File: config.mk
export PLATFORM = sky130hd
export DESIGN_NAME = icache
export DESIGN_NICKNAME = d
export VERILOG_FILES = /design/src/rtl/icache.sv
export SDC_FILE = /design/constraint.sdc
export NUM_CORES = 2
export LEC_CHECK = 0
export CAP_MARGIN = 15
export CORE_UTILIZATION = 35
export DETAILED_ROUTE_END_ITERATION = 8
export SLEW_MARGIN = 10
export SYNTH_ARGS = -nofsm -noshare
export SYNTH_HDL_FRONTEND = slang
export SYNTH_SLANG_ARGS = --single-unit
File: constraint.sdc
create_clock -name clk_in -period 3.9 [get_ports clk_in]
set_input_delay 0.975 -clock clk_in [delete_from_list [all_inputs] [get_ports clk_in]]
set_output_delay 0.975 -clock clk_in [all_outputs]
set_load 0.01 [all_outputs]
File: src/rtl/icache.sv
// Direct-mapped, one-word-per-line instruction cache between the decoder fetch port
// and the memory controller instruction port.
module icache #(
  parameter int unsigned INDEX_WIDTH = 6
) (
  input  logic        clk_in,
  input  logic        rst_in,
  input  logic        rdy_in,
  input  logic        clear,
  input  logic        if_enable,
  input  logic [31:0] if_addr,
  output logic        inst_ready,
  output logic [31:0] inst,
  output logic        mem_req,
  output logic [31:0] mem_addr,
  input  logic        mem_ready,
  input  logic [31:0] mem_inst
);

  localparam int unsigned Lines = 1 << INDEX_WIDTH;
  localparam int unsigned TagW  = 30 - INDEX_WIDTH;

  typedef logic [INDEX_WIDTH-1:0] idx_t;
  typedef logic [TagW-1:0]        tag_t;

  typedef enum logic [0:0] {StIdle, StMiss} state_e;

  state_e      state_q, state_d;
  logic        inst_ready_q, inst_ready_d;
  logic [31:0] inst_q, inst_d;
  logic        mem_req_q, mem_req_d;
  logic [31:0] mem_addr_q, mem_addr_d;
  idx_t        miss_idx_q, miss_idx_d;
  tag_t        miss_tag_q, miss_tag_d;
  logic        fill_en;

  logic [Lines-1:0] valid_q;
  tag_t             tag_mem  [Lines];
  logic [31:0]      data_mem [Lines];

  idx_t req_idx;
  tag_t req_tag;
  logic hit;
  logic unused_addr_bits;

  assign req_idx          = if_addr[INDEX_WIDTH+1:2];
  assign req_tag          = if_addr[31:INDEX_WIDTH+2];
  assign hit              = valid_q[req_idx] && (tag_mem[req_idx] == req_tag);
  assign unused_addr_bits = ^if_addr[1:0];

  always_comb begin
    state_d      = state_q;
    inst_ready_d = 1'b0;
    inst_d       = inst_q;
    mem_req_d    = mem_req_q;
    mem_addr_d   = mem_addr_q;
    miss_idx_d   = miss_idx_q;
    miss_tag_d   = miss_tag_q;
    fill_en      = 1'b0;

    if (!rdy_in) begin
      inst_ready_d = inst_ready_q;
    end else if (clear) begin
      state_d   = StIdle;
      mem_req_d = 1'b0;
      // A response landing with the flush is still good data; keep it, just don't deliver it.
      if (state_q == StMiss && mem_ready) begin
        fill_en = 1'b1;
      end
    end else begin
      unique case (state_q)
        StIdle: begin
          // inst_ready_q guard stops a held if_enable from re-accepting the same fetch.
          if (if_enable && !inst_ready_q) begin
            if (hit) begin
              inst_ready_d = 1'b1;
              inst_d       = data_mem[req_idx];
            end else begin
              mem_req_d  = 1'b1;
              mem_addr_d = {if_addr[31:2], 2'b00};
              miss_idx_d = req_idx;
              miss_tag_d = req_tag;
              state_d    = StMiss;
            end
          end
        end
        StMiss: begin
          if (mem_ready) begin
            fill_en      = 1'b1;
            inst_d       = mem_inst;
            inst_ready_d = 1'b1;
            mem_req_d    = 1'b0;
            state_d      = StIdle;
          end
        end
        default: state_d = StIdle;
      endcase
    end
  end

  always_ff @(posedge clk_in or negedge rst_in) begin
    if (!rst_in) begin
      state_q      <= StIdle;
      inst_ready_q <= 1'b0;
      inst_q       <= '0;
      mem_req_q    <= 1'b0;
      mem_addr_q   <= '0;
      miss_idx_q   <= '0;
      miss_tag_q   <= '0;
      valid_q      <= '0;
    end else begin
      state_q      <= state_d;
      inst_ready_q <= inst_ready_d;
      inst_q       <= inst_d;
      mem_req_q    <= mem_req_d;
      mem_addr_q   <= mem_addr_d;
      miss_idx_q   <= miss_idx_d;
      miss_tag_q   <= miss_tag_d;
      if (fill_en) begin
        valid_q[miss_idx_q] <= 1'b1;
      end
    end
  end

  // Tag/data arrays carry no reset; valid_q alone qualifies them.
  always_ff @(posedge clk_in) begin
    if (fill_en) begin
      tag_mem[miss_idx_q]  <= miss_tag_q;
      data_mem[miss_idx_q] <= mem_inst;
    end
  end

  assign inst_ready = inst_ready_q;
  assign inst       = inst_q;
  assign mem_req    = mem_req_q;
  assign mem_addr   = mem_addr_q;

endmodule

== Word-level counts from Yosys, hierarchy flattened ==
Memory sizes are Yosys's and may differ from the RTL's.
Cells that the tools add are included.
Widths: inputs -> output; s select.
Cells by class
  bitwise operators: 4
  equality and inequality tests: 7
  add/subtract/negate cells: 0
  order comparisons: 3
  divide/modulo/power cells: 0
  reductions and logical operators: 8
  multiplexer cells: 29
  shift operators: 0
  $mul: 0
Operators with widths (number)
  $mux 32: 3
  $or 64x64->64: 1
  $pmux 32 s2: 1
  $eq 24x24->1: 1
  $mux 1: 20
  $lt 6x7->1 const B: 2
  $reduce_and 5->1: 2
  $ne 3x3->1 const B: 3
  $bmux 1 s6: 1
  $demux 1 s6: 1
  $ge 6x1->1 const B: 1
  $ne 2x2->1 const B: 3
  $pmux 1 s2: 3
  $logic_and 1x1->1: 4
  $reduce_and 4->1: 1
  $not 1->1: 3
  $logic_not 1->1: 1
Word-level totals
  memory bits (writable): 3584
  bits in latches: 0
  bits in registers: 159
  output and inout bits: 66
  word-level logic and storage cells: 61
  memories: 2
  memory bits (read-only): 0
Memory list
  data_mem: words 64, width 32, read ports 1, clocked after memory_dff 0, write ports 1, line 39  | logic [31:0] data_mem [Lines];
  tag_mem: words 64, width 24, read ports 1, clocked after memory_dff 0, write ports 1, line 38  | tag_t tag_mem [Lines];

== Longest topological paths before layout ==
  word-level depth: 7
  gate-level depth with buffers: 18

== Least setup slack after synthesis ==
Ideal clock, no wire load.
  path type: input -> register
  start: input port if_addr[2]
  end: register inst_q[11] (netlist: inst[11])
  path slack: -709 ps
  path buffers: 8
  setup time: 125 ps
  arrival time: 4484 ps
  stages on the path: 14
  cell sequence: buf_2 > buf_4 > buf_4 > buf_4 > buf_4 > buf_2 > buf_2 > buf_2 > mux4_2 > mux4_2 > mux2i_1 > a21oi_1 > mux2_2 > mux2_2
On the way
  word-level cells in the longest chain between the ends: 5
  elaborated cells on any way between the ends: 11
Ends and longest elaborated chain
  from (decl): line 11  | input logic [31:0] if_addr,
  $mem_v2 64x24 or $bmux 1 s6 (tied branches)
  $eq 24x24->1 or $mux 1 (tied branches): line 48  | assign hit = valid_q[req_idx] && (tag_mem[req_idx] == req_tag);
  $logic_and 1x1->1: line 48
  $ne 2x2->1 (no line)
  $reduce_and 5->1 (no line)
  to (signal assigned): line 114  | inst_q <= inst_d;
  to (decl): line 30  | logic [31:0] inst_q, inst_d;
Parallel ways exist; a longest one is shown, timed or not. The select of a mux whose other input is x is not followed.
A chain may end at the register's enable or synchronous reset.

== Worst setup path after layout ==
  start: input port if_addr[2]
  end: register inst_q[25] (netlist: inst[25])
Same word-level chain as after synthesis.

==> flow_summary_export.csv <==
group,metric,value,unit
pwr,finalPower,88.5,mW
logic_synthesis,ys_seq_area_share,78.0,%
placed_design,post-dp-hpwl,242,mm
layout,syn_to_final_growth,19.9,%
clocking,cts_buffer_depth,4,
outcome,outcome,"complete, but fails checks",
layout,stdcell_area,170000,um^2
clocking,cts_hold_buf,0,
logic_synthesis,synth_top_cell_by_area,"edfxtp_1",
logic_synthesis,synth.area.top_cells,"edfxtp_1 76%, mux4_2 16%, dfrtp_1 2.3%",
detailed_routing,route.detailed.drc,0,
sta,fmax,248,MHz
logic_synthesis,netlist_area,142000,um^2
logic_synthesis,synth_cell_types,68,
layout,post_route_cells_drive_above_1_share,34.5,%
floorplanning,die_x,639,um
sta,relSlewSlack,22.2,%
logic_synthesis,avgSynthCellArea,23.5,um^2
layout,nets,7006,
clocking,clk_pin_slew,0.06,ns
clocking,insertion_delay,0.97,ns
global_routing,met1_usage,28.0,%
global_routing,grt.busiest_layer,"met2",
global_routing,met2_usage,33.2,%
floorplanning,start_util,35.2,%
layout,fillers,34400,
min_path,hold_class,"in2async",
logic_synthesis,synth-edff-count,3584,
detailed_routing,drtAntennaViolNets,0,
run,drv_cap,0,
layout,layout_common_cells,"3584 x edfxtp_1, 982 x mux4_2, 406 x buf_4",
clocking,cts_tree,"done",
critical_path,worstSetupStartpointType,"input pin",
detailed_routing,drt-initial-drc-count,10100,
critical_path,cp_slowest_cell,"or4_4",
pwr,ir_drop,374,uV
outcome,violations,"negative setup slack",
sta,layout_min_cycle_time,4.04,ns
floorplanning,row_count,233,
sta,rsz0062_at_grt,"true",
detailed_routing,via_count,70800,
global_routing,grt_pass1_vias,71400,
logic_synthesis,synth_async_sr_flop_share,3.47,%
detailed_routing,routed_wl,422,mm
critical_path,max_stage_delay,0.64,ns
sta,finalHoldViolCount,0,
sta,tightestPinTransition,1.17,ns
clocking,h-tree-depth,5,
pwr,leakagePower,54.7,nW
global_routing,antenna_found_initial,29,
critical_path,path_max_fanout,9,
floorplanning,dieArea,409000,um^2
detailed_routing,first_pass_iters,6,
layout,utilization,42.2,%
clocking,root_buffer,"clkbuf_16",
global_routing,grt_pass1_wl,578,mm
logic_synthesis,synthFlopType,"edfxtp_1",
sta,finalSetupViolations,49,
global_routing,grt_max_degree,86,
logic_synthesis,synth.ff_latch_count,3713,
layout,multiInputGateArea,30400,um^2
clocking,numClockSinks,3713,
placed_design,dp_slack,-1.25,ns
placed_design,io_buffers,131,
sta,finalCritPeriodShare,104,%
critical_path,cp-end-kind,"register",
floorplanning,core,403000,um^2
logic_synthesis,yosysTopAreaCellShare,75.7,%
logic_synthesis,yosysWarnings,0,
layout,register_area,111000,um^2
global_routing,grt_usage,20.2,%
detailed_routing,wire_per_inst,33.3,um
critical_path,arrival,4.87,ns
pwr,power.density,519,nW/um^2
critical_path,required,4.73,ns
critical_path,crit_family,"buffers and inverters",
critical_path,crit_chain,"buf_16 > buf_16 > buf_4 > mux4_2 > a22o_1 > a21oi_1 > o21ai_1 > nor3_2 > buf_4 > xnor2_1 > or4_4 > nor4_4 > buf_4 > a41oi_4 > buf_12 > buf_16 > mux2i_2",
floorplanning,boundaryPins,136,
clocking,numCtsBuffers,373,
critical_path,ff2ff_setup_slack,0.05,ns
sta,fin_ws,-0.139,ns
sta,report.final.slew_viol_count,0,
placed_design,finalWeightedCongestion,0.827,
global_routing,use_met3,3.39,%
critical_path,cp.buffers_inverters,7,
global_routing,overflow,0,
layout,final_common_cell,"edfxtp_1",
placed_design,place_area,157000,um^2
logic_synthesis,syn_inst,6050,
detailed_routing,viasPerCell,5.59,
sta,final.setup_skew,0.0815,ns
floorplanning,die_h,639,um
critical_path,path_class,"in2reg",
==> metrics by stage <==
step | hold slack [ns] | TNS [ns] | std cells
after floorplan | 0.434 | -1641.28 | 6051
after global placement | 0.445 | -78.38 | 11900
after detailed placement | 0.447 | -74.76 | 11900
after CTS | 0.0627 | -0.440 | 12600
after global routing | 0.121 | -6.80 | 12700
final | 0.0507 | -3.10 | 12700
==> per-layer routing <==
metal,wire length [um],vias up
met4,12100,6
li1,-,27700
met5,39,-
met3,36800,625
met2,205000,3673
met1,168000,38800
==> cells in the mapped netlist, types with 18 or more instances <==
cell type     n
a21oi_1      42
a22oi_1     101
buf_1        26
buf_2       111
buf_4        27
clkbuf_1    141
dfrtp_1     129
edfxtp_1   3584
inv_1        35
mux2_2       28
mux2_4       27
mux2i_1     269
mux4_2      982
nand2_1      55
nand3_1      49
nor2_1      110
nor2b_1      18
o22ai_1      25
or2_2        66
==> final cells by class <==
type,instances,area share (%)
Antenna cell,4,0.00587
Clock inverter,217,1.41
Sequential cell,3713,65.1
Clock buffer,476,5.80
Timing Repair Buffer,826,5.85
Inverter,36,0.0866
Tap cell,5405,3.97
Multi-Input combinational cell,1986,17.8
==> state kept, by name, summed over array words and instances (netlist names) <==
| register | flops |
|---|---|
| data_mem | 2048 |
| inst | 32 |
| inst_ready | 1 |
| mem_addr | 1 |
| mem_req | 1 |
| miss_idx_q | 5 |
| miss_tag_q | 24 |
| state_q | 1 |
| tag_mem | 1536 |
| valid_q | 64 |
==> worst register-to-register path, delay by kind of cell (launching register included) <==
family / cells / cell delay [ns]
multiplexers: 2 / 0.66
AND/OR/NAND/NOR: 4 / 1.11
AO/OA/AOI/OAI: 2 / 0.50
flip-flops: 1 / 0.36
buffers and inverters: 5 / 0.99
XOR/XNOR: 1 / 0.11
==> logic make-up after synthesis <==
kind of cell    synth area share [%]
xor+xnor                       0.154
buf+inv                         1.16
simple gates                    1.34
mux                             18.0
flops                           78.0
other cells                  0.00264
compound gates                  1.41
==> path summary, 6_finish.rpt <==
path / startpoint / end / cells after the start
max in group asynchronous: rst_in / inst[6] / 2
min reg2reg: valid_q[15] / valid_q[15] / 1
max reg2reg: tag_mem[63][20] / inst[25] / 14
min in group clk_in: mem_inst[12] / data_mem[48][12] / 1
min: rst_in / miss_tag_q[12] / 1
max: if_addr[2] / inst[25] / 17
==> where the power goes <==
group	switching, mW	leakage [nW]	internal (mW)	total (mW)
combinational	4.07	14.9	2.62	6.68
clock	15.5	5.95	20.6	36.1
sequential	0.423	33.9	45.4	45.8
==> repair_timing <==
item	in CTS	in global routing
setup endpoints to repair	61	63
gates resized for setup	15	48
gates cloned	1	6
buffers inserted	4	13
pin swaps	3	7
hold endpoints to repair	0	0
(Power assumes the default switching activity.)
